==> src/rtl/mult_arbiter_if.sv <==
`default_nettype none
// ============================================================================
// Module   : mult_arbiter_if
// Brief    : Requester-side and multiply-unit-side signal bundle for
//            mult_arbiter. Operand width follows `DATAWIDTH (parameters.vh);
//            when the build does not define it, 8 is used.
// Revision : 1.0  initial release
// ============================================================================
`ifndef DATAWIDTH
`define DATAWIDTH 8
`endif

interface mult_arbiter_if #(
    parameter int NREQ = 4
);
    logic [NREQ-1:0]                req;
    logic [NREQ*(`DATAWIDTH+1)-1:0] a_in;
    logic [NREQ*(`DATAWIDTH+1)-1:0] b_in;
    logic [NREQ-1:0]                grant;
    logic [NREQ-1:0]                done;
    logic [2*`DATAWIDTH-1:0]        result;
    logic                           busy;
    logic                           mul_enable;
    logic [`DATAWIDTH:0]            mul_multiplicand;
    logic [`DATAWIDTH:0]            mul_multiplier;
    logic [2*`DATAWIDTH-1:0]        mul_product;
    logic                           mul_ready;

    // Arbiter side
    modport slave (
        input  req, a_in, b_in, mul_product, mul_ready,
        output grant, done, result, busy, mul_enable, mul_multiplicand, mul_multiplier
    );

    // Requester / multiply-unit environment side
    modport master (
        output req, a_in, b_in, mul_product, mul_ready,
        input  grant, done, result, busy, mul_enable, mul_multiplicand, mul_multiplier
    );
endinterface

`default_nettype wire

==> src/rtl/mult_arbiter.sv <==
`default_nettype none
// ============================================================================
// Module   : mult_arbiter
// Brief    : Shares one multi-cycle multiply unit among NREQ (=4) requesters.
//            Round-robin by default; define MULT_ARB_FIXED_PRIO_EN for fixed
//            priority (lowest index wins). Width from `DATAWIDTH (default 8).
// Revision : 1.0  initial release
// ============================================================================
`ifndef DATAWIDTH
`define DATAWIDTH 8
`endif

module mult_arbiter #(
    parameter int NREQ = 4
) (
    input  logic          clk,
    input  logic          rst,
    mult_arbiter_if.slave bus
);
    localparam int c_opw       = `DATAWIDTH + 1;
    localparam int c_pw        = 2 * `DATAWIDTH;
    localparam int c_drain_max = 2 * `DATAWIDTH + 4;
    localparam int c_cntw      = $clog2(c_drain_max + 1);
    localparam int c_idxw      = $clog2(NREQ);

    localparam logic [2:0] c_s_drain = 3'd0;
    localparam logic [2:0] c_s_idle  = 3'd1;
    localparam logic [2:0] c_s_issue = 3'd2;
    localparam logic [2:0] c_s_guard = 3'd3;
    localparam logic [2:0] c_s_wait  = 3'd4;
    localparam logic [2:0] c_s_done  = 3'd5;

    logic [2:0]        r_state;
    logic [2:0]        w_next;
    logic [c_cntw-1:0] r_cnt;
    logic [c_opw-1:0]  r_opa;
    logic [c_opw-1:0]  r_opb;
    logic [c_idxw-1:0] r_winner;
    logic [c_pw-1:0]   r_result;
    logic [c_idxw-1:0] w_win;
    logic              w_any;
    logic              w_take;
    logic [NREQ-1:0]   w_grant;
    logic [NREQ-1:0]   w_done;
    logic              w_busy;
    logic              w_en;

    assign w_take = (r_state == c_s_idle) && w_any;

`ifdef MULT_ARB_FIXED_PRIO_EN
    always_comb begin
        w_win = '0;
        w_any = 1'b0;
        for (int i = NREQ - 1; i >= 0; i--) begin
            if (bus.req[i]) begin
                w_win = c_idxw'(i);
                w_any = 1'b1;
            end
        end
    end
`else
    logic [c_idxw-1:0] r_last;

    always_ff @(posedge clk) begin
        if (rst)
            r_last <= c_idxw'(NREQ - 1);
        else if (w_take)
            r_last <= w_win;
    end

    // Scan from the farthest slot back towards last+1 so the nearest one wins.
    always_comb begin
        w_win = '0;
        w_any = 1'b0;
        for (int k = NREQ; k >= 1; k--) begin
            if (bus.req[c_idxw'(int'(r_last) + k)]) begin
                w_win = c_idxw'(int'(r_last) + k);
                w_any = 1'b1;
            end
        end
    end
`endif

    always_ff @(posedge clk) begin
        if (rst)
            r_state <= c_s_drain;
        else
            r_state <= w_next;
    end

    // GUARD exists because mul_ready is still high from the previous product.
    always_comb begin
        w_next = r_state;
        case (r_state)
            c_s_drain: if (bus.mul_ready || (r_cnt == c_cntw'(c_drain_max))) w_next = c_s_idle;
            c_s_idle:  if (w_any) w_next = c_s_issue;
            c_s_issue: w_next = c_s_guard;
            c_s_guard: w_next = c_s_wait;
            c_s_wait:  if (bus.mul_ready) w_next = c_s_done;
            c_s_done:  w_next = c_s_idle;
            default:   w_next = c_s_drain;
        endcase
    end

    always_comb begin
        w_grant = '0;
        w_done  = '0;
        w_en    = 1'b0;
        w_busy  = 1'b1;
        if (!rst) begin
            case (r_state)
                c_s_idle: begin
                    w_busy = 1'b0;
                    if (w_any) w_grant[w_win] = 1'b1;
                end
                c_s_issue: w_en = 1'b1;
                c_s_done:  w_done[r_winner] = 1'b1;
                default:   ;
            endcase
        end
    end

    always_ff @(posedge clk) begin
        if (rst) begin
            r_cnt    <= '0;
            r_opa    <= '0;
            r_opb    <= '0;
            r_winner <= '0;
            r_result <= '0;
        end else begin
            if (r_state == c_s_drain)
                r_cnt <= r_cnt + 1'b1;
            else
                r_cnt <= '0;
            if (w_take) begin
                r_opa    <= bus.a_in[int'(w_win)*c_opw +: c_opw];
                r_opb    <= bus.b_in[int'(w_win)*c_opw +: c_opw];
                r_winner <= w_win;
            end
            if ((r_state == c_s_wait) && bus.mul_ready)
                r_result <= bus.mul_product;
        end
    end

    assign bus.grant            = w_grant;
    assign bus.done             = w_done;
    assign bus.busy             = w_busy;
    assign bus.mul_enable       = w_en;
    assign bus.result           = r_result;
    assign bus.mul_multiplicand = r_opa;
    assign bus.mul_multiplier   = r_opb;
endmodule

`default_nettype wire

==> src/flat_wrapper.sv <==
// flat-port wrapper written by rule: the top's interface ports become plain ports
module mult_arbiter_flat 
#(
    parameter int NREQ = 4
)
  (clk, rst, bus_req, bus_a_in, bus_b_in, bus_mul_product, bus_mul_ready, bus_grant, bus_done, bus_result, bus_busy, bus_mul_enable, bus_mul_multiplicand, bus_mul_multiplier);
  mult_arbiter_if #(.NREQ(NREQ)) bus_i ();
  input  logic clk;
  input  logic rst;
  input wire logic [$bits(bus_i.req)-1:0] bus_req;
  input wire logic [$bits(bus_i.a_in)-1:0] bus_a_in;
  input wire logic [$bits(bus_i.b_in)-1:0] bus_b_in;
  input wire logic [$bits(bus_i.mul_product)-1:0] bus_mul_product;
  input wire logic [$bits(bus_i.mul_ready)-1:0] bus_mul_ready;
  output wire logic [$bits(bus_i.grant)-1:0] bus_grant;
  output wire logic [$bits(bus_i.done)-1:0] bus_done;
  output wire logic [$bits(bus_i.result)-1:0] bus_result;
  output wire logic [$bits(bus_i.busy)-1:0] bus_busy;
  output wire logic [$bits(bus_i.mul_enable)-1:0] bus_mul_enable;
  output wire logic [$bits(bus_i.mul_multiplicand)-1:0] bus_mul_multiplicand;
  output wire logic [$bits(bus_i.mul_multiplier)-1:0] bus_mul_multiplier;
  assign bus_i.req = bus_req;
  assign bus_i.a_in = bus_a_in;
  assign bus_i.b_in = bus_b_in;
  assign bus_i.mul_product = bus_mul_product;
  assign bus_i.mul_ready = bus_mul_ready;
  assign bus_grant = bus_i.grant;
  assign bus_done = bus_i.done;
  assign bus_result = bus_i.result;
  assign bus_busy = bus_i.busy;
  assign bus_mul_enable = bus_i.mul_enable;
  assign bus_mul_multiplicand = bus_i.mul_multiplicand;
  assign bus_mul_multiplier = bus_i.mul_multiplier;
  mult_arbiter #(.NREQ(NREQ)) u_core (.clk(clk), .rst(rst), .bus(bus_i));
endmodule
==> config.mk <==
export PLATFORM = sky130hd
export DESIGN_NAME = mult_arbiter_flat
export DESIGN_NICKNAME = d
export VERILOG_FILES = /design/src/rtl/mult_arbiter_if.sv /design/src/rtl/mult_arbiter.sv /design/src/flat_wrapper.sv
export SDC_FILE = /design/constraint.sdc
export NUM_CORES = 1
export LEC_CHECK = 0
export CAP_MARGIN = 20
export CORE_MARGIN = 3
export CORE_UTILIZATION = 42
export CTS_CLUSTER_DIAMETER = 40
export DETAILED_ROUTE_END_ITERATION = 7
export GPL_TIMING_DRIVEN = 1
export PLACE_DENSITY = 0.85
export SLEW_MARGIN = 0
export SYNTH_ARGS = -nofsm -noshare
export SYNTH_HDL_FRONTEND = slang
export SYNTH_SLANG_ARGS = --single-unit
export TNS_END_PERCENT = 20
==> constraint.sdc <==
create_clock -name clk -period 4.1 [get_ports clk]
set_input_delay 0.82 -clock clk [delete_from_list [all_inputs] [get_ports clk]]
set_output_delay 0.82 -clock clk [all_outputs]
set_load 0.1 [all_outputs]
==> impl_metrics.py, run 1 <==
metrics = {
    "outcome": {
        "outcome": "completed",
    },
    "synth": {
        "avgSynthCellArea_um2": 8.276,
        "yosys_warnings": 0,
        "syn_nets": 395,
        "synth_area_um2": 2466,
        "async_flop_share_pct": 0,
        "synthCells": 298,
        "ys_types": 44,
        "ys_seq_area_share_pct": 37.34,
        "synth-seq-cells": 46,
        "synthFlopType": "dfxtp_1",
        "synth_edf_count": 0,
    },
    "drt": {
        "wirelength_um": 7667,
        "firstDrtPassIters": 4,
        "drc_errors": 0,
        "viasPerCell": 5.282,
        "drtIter0Drc": 192,
        "wl_per_cell_um": 15.33,
        "ant_nets": 0,
        "vias": 2641,
    },
    "clock_network": {
        "cts_repair_resize_count": 0,
        "cts_made_buffers": 5,
        "cts_setup_buffers": 0,
        "cts_tree": "yes",
        "postCtsHoldBufs": 0,
        "cts_buffer_depth": 2,
        "clk_latency_ns": 0.30,
        "root_buffer": "clkbuf_8",
        "cts_max_level": 2,
        "clk_pin_slew_worst_paths_ns": 0.09,
        "clock_sinks": 46,
    },
    "grt": {
        "track_usage_pct": 21.58,
        "antenna_found_initial": 0,
        "grt_pass1_vias": 2557,
        "globalRouteOverflowTotal": 0,
        "grt_max_degree": 24,
        "grt_pass1_wl_um": 11670,
    },
    "worst_hold_path": {
        "hp-class": "register to register",
        "min_from": "u_core.bus.result[7]",
        "min_path_cells": 2,
    },
    "placement": {
        "place_ws_ns": 0.6085,
        "dp_hpwl_um": 5888,
        "routabilityCongestion": 0.8015,
        "portBuffers": 138,
    },
    "die": {
        "die_h_um": 82.63,
        "dieWidth_um": 82.63,
        "start_util_pct": 43.98,
        "num_rows": 27,
        "coreArea_um2": 5608,
        "die_area_um2": 6827,
        "boundaryPins": 139,
    },
    "job": {
        "cap_violations": 0,
    },
    "setup_path": {
        "startpoint": "bus_req[3]",
        "r2r_slack_ns": 1.73,
        "crit_required_ns": 3.28,
        "arrival_ns": 2.67,
        "r2r-end": "u_core.bus.mul_multiplicand[1]",
        "start_kind": "primary input",
        "end_kind": "output port",
        "worstPathMaxFanout": 9,
        "critPathKind": "primary input to output port",
        "cp-endpoint": "bus_grant[3]",
        "r2r-start": "u_core.r_last[1]",
        "worstRegToRegCells": 6,
    },
    "timing": {
        "rsz0062_at_grt": "false",
        "setup_viol": 0,
        "fin_worst_skew_ns": 0.008614,
        "tightest_slew_ns": 1.013,
        "post-route-period-util_pct": 85.16,
        "slew_violations": 0,
        "fmax_ghz": 0.2864,
        "finalHoldViolCount": 0,
        "fin_setup_tns_ns": 0,
        "fin_crit_ns": 3.492,
        "finalWorstSetupSlack_ns": 0.6084,
        "relSlewSlack_pct": 32.28,
    },
    "power": {
        "p_leak_nw": 1.520,
        "peakVddDrop_mv": 0.2169,
        "p_per_area_nw_per_um2": 338.9,
    },
    "cells_and_area": {
        "areaGrowthSynthToFinish_pct": 64.03,
        "nets": 524,
        "drive_above_1_share_pct": 8.879,
        "diodes": 0,
        "nFillCells": 438,
    },
}
metrics by stage:
stage	instances	hold slack, ns	power, W	instance area [µm²]	util [%]
finish	500	0.4567	0.001371	4045	72.13
global route	500	0.4863	0.001435	4045	72.13
global placement	492	0.4411	0.001080	3951	70.46
detailed placement	492	0.4475	0.001089	3951	70.46
floorplan	298	0.4297	0.0009060	2472	-
CTS	500	0.4594	0.001383	4045	72.13
cell usage in the layout, fill, tap and decap left out, types with 6 or more instances in the layout:
cell / n
mux2i_1: 17
dfxtp_1: 46
a21oi_1: 19
o21ai_0: 18
buf_12: 9
and3_1: 6
o211ai_1: 16
nor2_1: 16
clkdlybuf4s50_1: 128
nand2_1: 57
a211o_1: 17
nand3_1: 22
buf_4: 9
worst min path at each step:
stage                                       to
after detailed placement  u_core.bus.result[7]
after global placement    u_core.bus.result[5]
after global routing      u_core.bus.result[7]
after floorplan                u_core.r_cnt[0]
after CTS                 u_core.bus.result[7]
final                     u_core.bus.result[7]
power by group:
group          internal, W  switching [W]  total, W  leakage (nW)
Sequential        0.000483      0.0000316  0.000515         0.374
Combinational     0.000212       0.000352  0.000565          1.10
Clock             0.000123       0.000168  0.000291        0.0447
layout make-up:
cell class / instances / area [µm²] / share of cell area, %
clock buffers: 5 / 68.82 / 1.701
multi-input cells: 225 / 1400 / 34.61
repair buffers: 146 / 1529 / 37.80
clock inverters: 3 / 25.02 / 0.6186
flip-flops and latches: 46 / 920.9 / 22.77
inverters: 3 / 11.26 / 0.2784
well taps: 72 / 90.09 / 2.227
critical path, cell delays in order:
cell and delay (ns):
clkdlybuf4s50_1 0.49, or4_4 0.56, and3_1 0.19, nand2_1 0.27, nor2_1 0.14, buf_12 0.19
Yosys cell counts (all sizes together) (2+ instances only):
cell    instances  area, µm²
nand2          57      214.0
dfxtp          46      920.9
nand3          22      110.1
a21oi          19      95.09
mux2i          18      183.9
o21ai          18      90.09
a211o          17      148.9
nor2           17      71.32
o211ai         17      132.6
buf            14      115.1
clkbuf         10      37.54
and3            6      37.54
nor3            4      20.02
inv             3      11.26
nor2b           3      26.27
and3b           2      17.52
ha              2      25.02
nand3b          2      15.01
o21bai          2      15.01
xor2            2      17.52
logic make-up (layout without fill, tap and decap cells):
logic type      after synthesis  in the layout  share of synthesized area (%)
simple gates                120            120                          22.98
compound gates               81             81                          23.03
flops                        46             46                          37.34
buf+inv                      27            157                          6.646
mux                          19             19                          7.914
xor+xnor                      3              3                          1.066
fa+ha+maj                     2              2                          1.015
per-layer routing:
layer  vias to the layer above  track usage, %  routed length (µm)
li1                       1315               -                   -
met1                      1223           26.95                3107
met2                        99           37.98                3934
met3                         4           4.881                 578
met4                         0           4.248                  46
met5                         -               0                   0
registers in the layout, indices dropped and copies added (netlist names):
register                     count
u_core.bus.mul_multiplier        9
u_core.bus.result               16
u_core.r_cnt                     5
u_core.r_state                   3
u_core.bus.mul_multiplicand      9
u_core.r_last                    2
u_core.r_winner                  2
No activity file was read; power rests on OpenSTA's default activity.
==> run 2: changes to the inputs <==
- CORE_UTILIZATION: 42 -> 39
- PLACE_DENSITY: 0.85 -> 0.79
- REMOVE_ABC_BUFFERS: unset -> 1
- clock period: 4.1 -> 4 ns (I/O delays scaled with it)
==> run 2 against run 1 <==
Net effect: sequential power is 3% higher; die area grew 7.1%; critical path type unchanged; combinational power is 3.9% higher; register-to-register slack worse by 0.17 ns; worst setup slack worse by 0.020 ns.
==> impl_metrics.py, run 2 (synthesis gave the netlist of run 1 again) <==
metrics = {
    "timing": {
        "finalHoldViolCount": 0,
        "fmax_ghz": 0.2931,
        "relSlewSlack_pct": 33.50,
        "fin_crit_ns": 3.411,
        "post-route-period-util_pct": 85.28,
        "setup_viol": 0,
        "rsz0062_at_grt": "false",
        "tightest_slew_ns": 0.9943,
        "slew_violations": 0,
        "fin_worst_skew_ns": 0.005152,
        "whs_ns": 0.4594,
    },
    "setup_path": {
        "arrival_ns": 2.61,
        "cp_cell_sequence": "clkdlybuf4s50_1 -> mux2i_2 -> o2bb2ai_4 -> nor2_4 -> nor3_1 -> buf_12",
        "critPathBufInv": 2,
        "worstPathMaxFanout": 19,
        "start_kind": "primary input",
        "critPathMaxStageDelay_ns": 0.56,
        "crit_required_ns": 3.20,
        "end_kind": "output port",
        "cp_top_family": "buffers and inverters",
        "critPathKind": "primary input to output port",
        "slowest_stage": "clkdlybuf4s50_1",
    },
    "placement": {
        "dp_hpwl_um": 6307,
        "routabilityCongestion": 0.8427,
        "dp.cells": 498,
        "portBuffers": 138,
        "placed_area_um2": 3971,
    },
    "cells_and_area": {
        "stdcell_count": 506,
        "nets": 527,
        "largest_reg_flops": 16,
        "diodes": 0,
        "final_cell_mix": "128 x clkdlybuf4s50_1, 57 x nand2_1, 46 x dfxtp_1",
        "drive_above_1_share_pct": 9.281,
        "areaGrowthSynthToFinish_pct": 64.69,
        "final_area_um2": 4061,
        "nFillCells": 532,
        "mostFrequentLayoutCell": "clkdlybuf4s50_1",
    },
    "die": {
        "die_area_um2": 7314,
        "coreArea_um2": 6026,
        "start_util_pct": 40.93,
        "die_h_um": 85.52,
        "boundaryPins": 139,
        "dieWidth_um": 85.52,
        "num_rows": 28,
    },
    "job": {
        "cap_violations": 0,
    },
    "drt": {
        "drc_errors": 0,
        "ant_nets": 0,
        "drtIter0Drc": 107,
        "wl_per_cell_um": 16.03,
        "vias": 2745,
        "wirelength_um": 8113,
        "firstDrtPassIters": 4,
        "viasPerCell": 5.425,
    },
    "clock_network": {
        "root_buffer": "clkbuf_8",
        "cts_setup_buffers": 0,
        "cts_max_level": 2,
        "clk_latency_ns": 0.30,
        "clock_sinks": 46,
        "cts_repair_resize_count": 0,
        "cts_buffer_depth": 2,
        "clk_pin_slew_worst_paths_ns": 0.09,
        "cts_tree": "yes",
        "cts_made_buffers": 5,
        "postCtsHoldBufs": 0,
    },
    "grt": {
        "grt_pass1_wl_um": 12950,
        "track_usage_pct": 21.80,
        "grt_max_degree": 24,
        "grt_pass1_vias": 2738,
        "antenna_found_initial": 0,
        "globalRouteOverflowTotal": 0,
    },
    "power": {
        "p_leak_nw": 1.532,
        "p_total_w": 0.001409,
        "p_per_area_nw_per_um2": 346.8,
        "peakVddDrop_mv": 0.2132,
    },
    "outcome": {
        "outcome": "completed",
    },
    "worst_hold_path": {
        "hp-class": "register to register",
    },
}
==> run 2: cell count changes in the layout (fill, tap and decap cells not counted), sizes merged <==
cell	before	now
inv	4	3
buf	18	21
clkinv	1	2
==> run 2: metal layers <==
| metal | up-vias | wire, µm | part of all wire [%] | global-route usage [%] |
|---|---|---|---|---|
| met1 | 1280 | 3199 | 39 | 25.45 |
| met5 | - | 0 | 0 | 0 |
| met4 | 0 | 100 | 1.2 | 5.180 |
| met3 | 9 | 858 | 11 | 7.781 |
| met2 | 135 | 3955 | 49 | 38.14 |
| li1 | 1321 | - | - | - |
==> run 2: layout make-up <==
| type | count | area [µm²] | share of cell area (%) |
|---|---|---|---|
| Clock inverter | 3 | 21.27 | 0.5237 |
| Tap cell | 75 | 93.84 | 2.311 |
| Timing Repair Buffer | 149 | 1551 | 38.20 |
| Sequential cell | 46 | 920.9 | 22.67 |
| Multi-Input combinational cell | 225 | 1394 | 34.32 |
| Inverter | 3 | 11.26 | 0.2773 |
| Clock buffer | 5 | 68.82 | 1.694 |
==> run 2: final timing paths <==
kind                              from                             end  slack, ns  cells past startpoint
hold reg to reg   u_core.bus.result[3]            u_core.bus.result[3]       0.46                      2
hold / removal    u_core.bus.result[3]            u_core.bus.result[3]       0.46                      2
setup / recovery            bus_req[3]                    bus_grant[1]       0.59                      6
setup reg to reg      u_core.r_last[1]  u_core.bus.mul_multiplicand[1]       1.56                      6
==> run 2: per-stage QoR <==
step                util, %  TNS [ns]  setup WS [ns]
floorplan                 -    -4.109        -0.9411
global placement      65.91         0         0.6416
detailed placement    65.91         0         0.6047
CTS                   67.40         0         0.5916
global route          67.40         0         0.4826
finish                67.40         0         0.5887
==> run 2: where the power goes <==
group	internal, W	switching, W
Clock	0.000123	0.000168
Combinational	0.000221	0.000366
Sequential	0.000495	0.0000346
==> run 2: worst reg2reg max path: stages, from the launching register on <==
cell and delay [ns]:
dfxtp_1 0.55, mux2i_2 0.36, o2bb2ai_4 0.21, nor2_4 0.25, buf_4 0.32, mux2_2 0.37, a221o_1 0.28
==> variant 1 (settings of run 2) <==
`NREQ` is set to 4 in 3 places; all go to 8. Comments in the files are not updated.
--- a/src/rtl/mult_arbiter_if.sv
+++ b/src/rtl/mult_arbiter_if.sv
@@ -11,7 +11,7 @@
 `endif
 
 interface mult_arbiter_if #(
-    parameter int NREQ = 4
+    parameter int NREQ = 8
 );
     logic [NREQ-1:0]                req;
     logic [NREQ*(`DATAWIDTH+1)-1:0] a_in;
--- a/src/rtl/mult_arbiter.sv
+++ b/src/rtl/mult_arbiter.sv
@@ -11,7 +11,7 @@
 `endif
 
 module mult_arbiter #(
-    parameter int NREQ = 4
+    parameter int NREQ = 8
 ) (
     input  logic          clk,
     input  logic          rst,
--- a/src/flat_wrapper.sv
+++ b/src/flat_wrapper.sv
@@ -1,7 +1,7 @@
 // flat-port wrapper written by rule: the top's interface ports become plain ports
 module mult_arbiter_flat 
 #(
-    parameter int NREQ = 4
+    parameter int NREQ = 8
 )
   (clk, rst, bus_req, bus_a_in, bus_b_in, bus_mul_product, bus_mul_ready, bus_grant, bus_done, bus_result, bus_busy, bus_mul_enable, bus_mul_multiplicand, bus_mul_multiplier);
   mult_arbiter_if #(.NREQ(NREQ)) bus_i ();
Ports: changed (5 resized); port bits go from 139 to 223. No check against the original RTL was run, so the function may have changed too.
==> variant 1 against run 2 <==
The flow now finishes with violations (negative setup slack); via count is 100% higher; final area is 87% higher; worst hold slack worse by 0.0015 ns; critical path depth is 9 higher; worst setup slack worse by 0.62 ns; synthesized area is 83% higher; total power grew to 3.7 times the old value; wire length is 130% higher; synthesized cell count is 87% higher; sequential cell count is 2 higher; clock power is 49% higher; largest power group unchanged.
==> variant 1: results (changes against run 2) <==
global_routing:
  grt_pass1_wl_mm: 28.7  # +120%
  gr-usage-met2_pct: 47.7  # +9.5 points
  grt_pass1_vias: 5647  # +110%
  grt.total_usage_pct: 27.2  # +5.4 points
  grtUsageMet3_pct: 4.51  # -3.3 points
  use_met1_pct: 33.7  # +8.3 points
detailed_routing:
  vias: 5533  # +100%
  first_iter_violations: 474  # +340%
  dr.pass1.iters: 5  # +1
  wl_met2_mm: 9.16  # +130%
  via_per_inst: 5.85  # +7.8%
  met3_length_mm: 1.51  # +76%
sta:
  setup_viol: 5  # +5
  fin_ws_ns: -0.0311  # -0.620 ns
  hold_ws_ns: 0.458  # -0.00153 ns
place:
  place_congestion: 0.944  # +12%
  dpl_cell_area_sq_um: 7180  # +81%
  port_buffers: 222  # +61%
  place_hpwl_mm: 13.9  # +120%
synth:
  ys_seq_area_share_pct: 21.3  # -16 points
  synth_fa_ha_area_share_pct: 1.11  # +0.096 points
  synth_cells: 557  # +87%
  ys_types: 67  # +52%
  ys_top_cells_by_count: "64 x nand2_1, 49 x nor2_1, 48 x dfxtp_1"
  synth_mux_area_share_pct: 19.2  # +11 points
  synth_compound_area_share_pct: 26.8  # +3.8 points
clocking:
  clk_pin_slew_worst_paths_ns: 0.07  # -0.02 ns
  cts-root-buf: "clkbuf_16"
outcome:
  status: "finished with violations"
  failed_checks: "negative setup slack"
worst_setup_path:
  worst-path-max-fanout: 4  # -15
  worstReg2RegStart: "u_core.r_last[0]"
  crit_path_max_incr_delay_ns: 0.35  # -0.21 ns
  worst_path_max_delay_cell: "dfxtp_2"
  reg2reg_slack_ns: 0.23  # -1.33 ns
power:
  cellLeakagePower_uw: 0.00290  # +90%
  vdd_drop_max_uv: 460  # +120%
layout:
  nets: 980  # +86%
  drive_above_1_share_pct: 21.5  # +12 points
min_path:
  hold_path.startpoint: "u_core.bus.result[13]"
[variant 1: changes by cell type after synthesis, sizes merged, moves of 16 or more]
cell / run 2 / this run
a211o: 17 / 1
a211oi: 0 / 18
a221o: 1 / 18
a311oi: 0 / 18
buf: 14 / 33
inv: 3 / 28
mux2: 1 / 26
nand4: 0 / 18
nor2: 17 / 49
o2111ai: 0 / 21
[variant 1: where the power goes]
group	internal (uW)	switching [uW]
combinational	1710	2450
clock	249	187
sequential	544	46.5
total	2500	2680
[variant 1: repair_timing]
action / CTS / global route
gates resized for setup: 77 / 12
endpoints found under the setup margin: 14 / 8
buffers inserted: 8 / 0
pin swaps: 11 / 6
[variant 1: cell families after synthesis]
group / Yosys count
compound gates: 155
buf+inv: 83
flops: 48
mux: 68
fa+ha+maj: 4
simple gates: 191
xor+xnor: 8
[variant 1: cell type report]
class,count,area (sq um)
fill,890,3480
multi-input combinational,426,3360
timing repair buffer,296,2850
sequential,48,963
tap,140,175
clock buffer,6,139
inverter,28,105
clock inverter,2,15.0
==> variant 2 (config.mk and constraints of run 2) <==
Without the edit above. Reset style: asynchronous (`rst`), changed in 3 clocked blocks.
--- a/src/rtl/mult_arbiter.sv
+++ b/src/rtl/mult_arbiter.sv
@@ -61,7 +61,7 @@
 `else
     logic [c_idxw-1:0] r_last;
 
-    always_ff @(posedge clk) begin
+    always_ff @(posedge clk or posedge rst) begin
         if (rst)
             r_last <= c_idxw'(NREQ - 1);
         else if (w_take)
@@ -81,7 +81,7 @@
     end
 `endif
 
-    always_ff @(posedge clk) begin
+    always_ff @(posedge clk or posedge rst) begin
         if (rst)
             r_state <= c_s_drain;
         else
@@ -120,7 +120,7 @@
         end
     end
 
-    always_ff @(posedge clk) begin
+    always_ff @(posedge clk or posedge rst) begin
         if (rst) begin
             r_cnt    <= '0;
             r_opa    <= '0;
Behaviour: differs if rst is asserted again (counterexample within 4 cycles, from zero or initial values and one cycle with rst high); with rst held inactive, the same outputs for 10 cycles.
==> variant 2 against run 2 <==
Synthesized area up 5.7%; utilization down 2.9 points; worst setup slack better by 0.075 ns; final area up 2.1%; global-route usage down 1.6 points; sequential share of layout area up 5.2 points; sequential cell count unchanged; wire length down 5.2%; worst hold slack better by 0.038 ns; critical path type unchanged; critical endpoint unchanged.
Power is not compared: it rests on default switching activity, and its combinational part moved more than twofold at a synthesized area within 25%.
==> variant 2: results (changes against run 2) <==
synth:
  synth_xor_area_share_pct: 1.01  # -0.057 points
  synth.avg_cell_area_sq_um: 10.6  # +28%
  async_flop_share_pct: 100  # +100 points
  ys_seq_area_share_pct: 44.3  # +6.9 points
  ys_types: 42  # -4.5%
  synth_compound_area_share_pct: 17.6  # -5.5 points
  ys_top_cells_by_count: "44 x dfrtp_1, 36 x nor2_1, 19 x mux2i_1"
  synth_mux_area_share_pct: 14.2  # +6.3 points
  synth_area_leaders: "dfrtp_1 42%, mux2i_1 7.3%, mux2_2 6.9%"
  synth_fa_ha_area_share_pct: 0.960  # -0.055 points
  ys.flop_type: "dfrtp_1"
sta:
  slew_headroom_pct: 28.9  # -4.6 points
  finalClockSkew_ns: 0.00793  # +0.00278 ns
min_path:
  hold_path.startpoint: "u_core.r_cnt[0]"
  min_to: "u_core.r_cnt[0]"
  hold_depth: 1  # -1
worst_setup_path:
  regToRegEndpoint: "u_core.bus.mul_multiplicand[1]"
  arrival_ns: 2.54  # -0.07 ns
  worstReg2RegStart: "u_core.r_state[1]"
  worst-path-max-fanout: 4  # -15
  reg2reg_slack_ns: 1.44  # -0.12 ns
global_routing:
  use_met1_pct: 24.1  # -1.3 points
  grt_pass1_vias: 2543  # -7.1%
  grt_max_degree: 47  # +96%
  gr-usage-met2_pct: 35.3  # -2.8 points
  grtUsageMet3_pct: 6.30  # -1.5 points
  grt.total_usage_pct: 20.2  # -1.6 points
  grt_pass1_wl_mm: 12.2  # -5.6%
layout:
  nets: 477  # -9.5%
  drive_above_1_share_pct: 15.5  # +6.2 points
  fin_cells: 458  # -9.5%
  fillerInstances: 556  # +4.5%
place:
  dp.cells: 449  # -9.8%
  dpl_cell_area_sq_um: 4040  # +1.6%
  place_hpwl_mm: 5.77  # -8.6%
detailed_routing:
  first_iter_violations: 79  # -26%
  wl_per_cell_um: 16.8  # +4.7%
outcome:
  status: "complete, no violations"
-- variant 2: cell count changes after synthesis, sizes merged, moves of 8 or more --
cell           run 2  this run
dfxtp             46         0
and3               6        18
mux2               1        16
a221oi             0        18
inv                3        11
o211ai            17         1
o21ai             18         3
a211oi             0        18
a211o             17         0
nand3             22         5
nand2             57         5
dfrtp              0        44
nor2              17        36
a21oi             19         6
-- variant 2: cells by family after synthesis --
group | after synthesis
compound gates | 52
xor+xnor | 3
fa+ha+maj | 2
buf+inv | 28
flops | 46
mux | 35
simple gates | 80
-- variant 2: worst max-delay path, stage by stage --
cell and delay (ns):
clkdlybuf4s50_1 0.53, inv_1 0.11, o31a_1 0.31, and2_1 0.18
nand3b_1 0.19, nor2_1 0.21, buf_12 0.21
-- variant 2: how the worst max path moves through the flow --
stage	start	end	slack (ns)	cells after the start
finish	bus_req[0]	bus_grant[1]	0.66	7
global route	bus_req[0]	bus_grant[1]	0.60	7
CTS	bus_req[0]	bus_grant[1]	0.67	7
detailed placement	bus_req[3]	u_core.bus.mul_multiplicand[1]	0.64	7
global placement	bus_req[0]	bus_grant[0]	0.71	7
floorplan	rst	bus_mul_enable	-0.42	1
-- variant 2: layer usage --
layer | routed length, um | vias to the layer above
li1 | - | 1176
met1 | 3030 | 1127
met2 | 3890 | 113
met3 | 679 | 8
met4 | 91 | 0
met5 | 0 | -
-- variant 2: metrics by stage --
stage / setup slack [ns] / total power, uW / setup TNS [ns]
after floorplan: -0.418 / 2770 / -0.418
after detailed placement: 0.638 / 3490 / 0
after CTS: 0.667 / 3780 / 0
after global routing: 0.600 / 3940 / 0
final: 0.663 / 3750 / 0
after global placement: 0.714 / 3440 / 0
-- variant 2: report_power, final --
part           internal [uW]  switching (uW)  leakage [uW]  total (uW)
combinational            735            1890       0.00114        2630
clock                    123             159     0.0000441         282
sequential               691             149      0.000544         841
total                   1550            2200       0.00172        3750
-- variant 2: layout make-up --
cell class              instances  area [sq um]  area share, %
clock inverters                 3          21.3          0.513
repair buffers                144          1460           35.3
well taps                      77          96.3           2.32
inverters                      11          41.3          0.996
multi-input cells             172          1300           31.4
clock buffers                   5          68.8           1.66
flip-flops and latches         46          1150           27.8
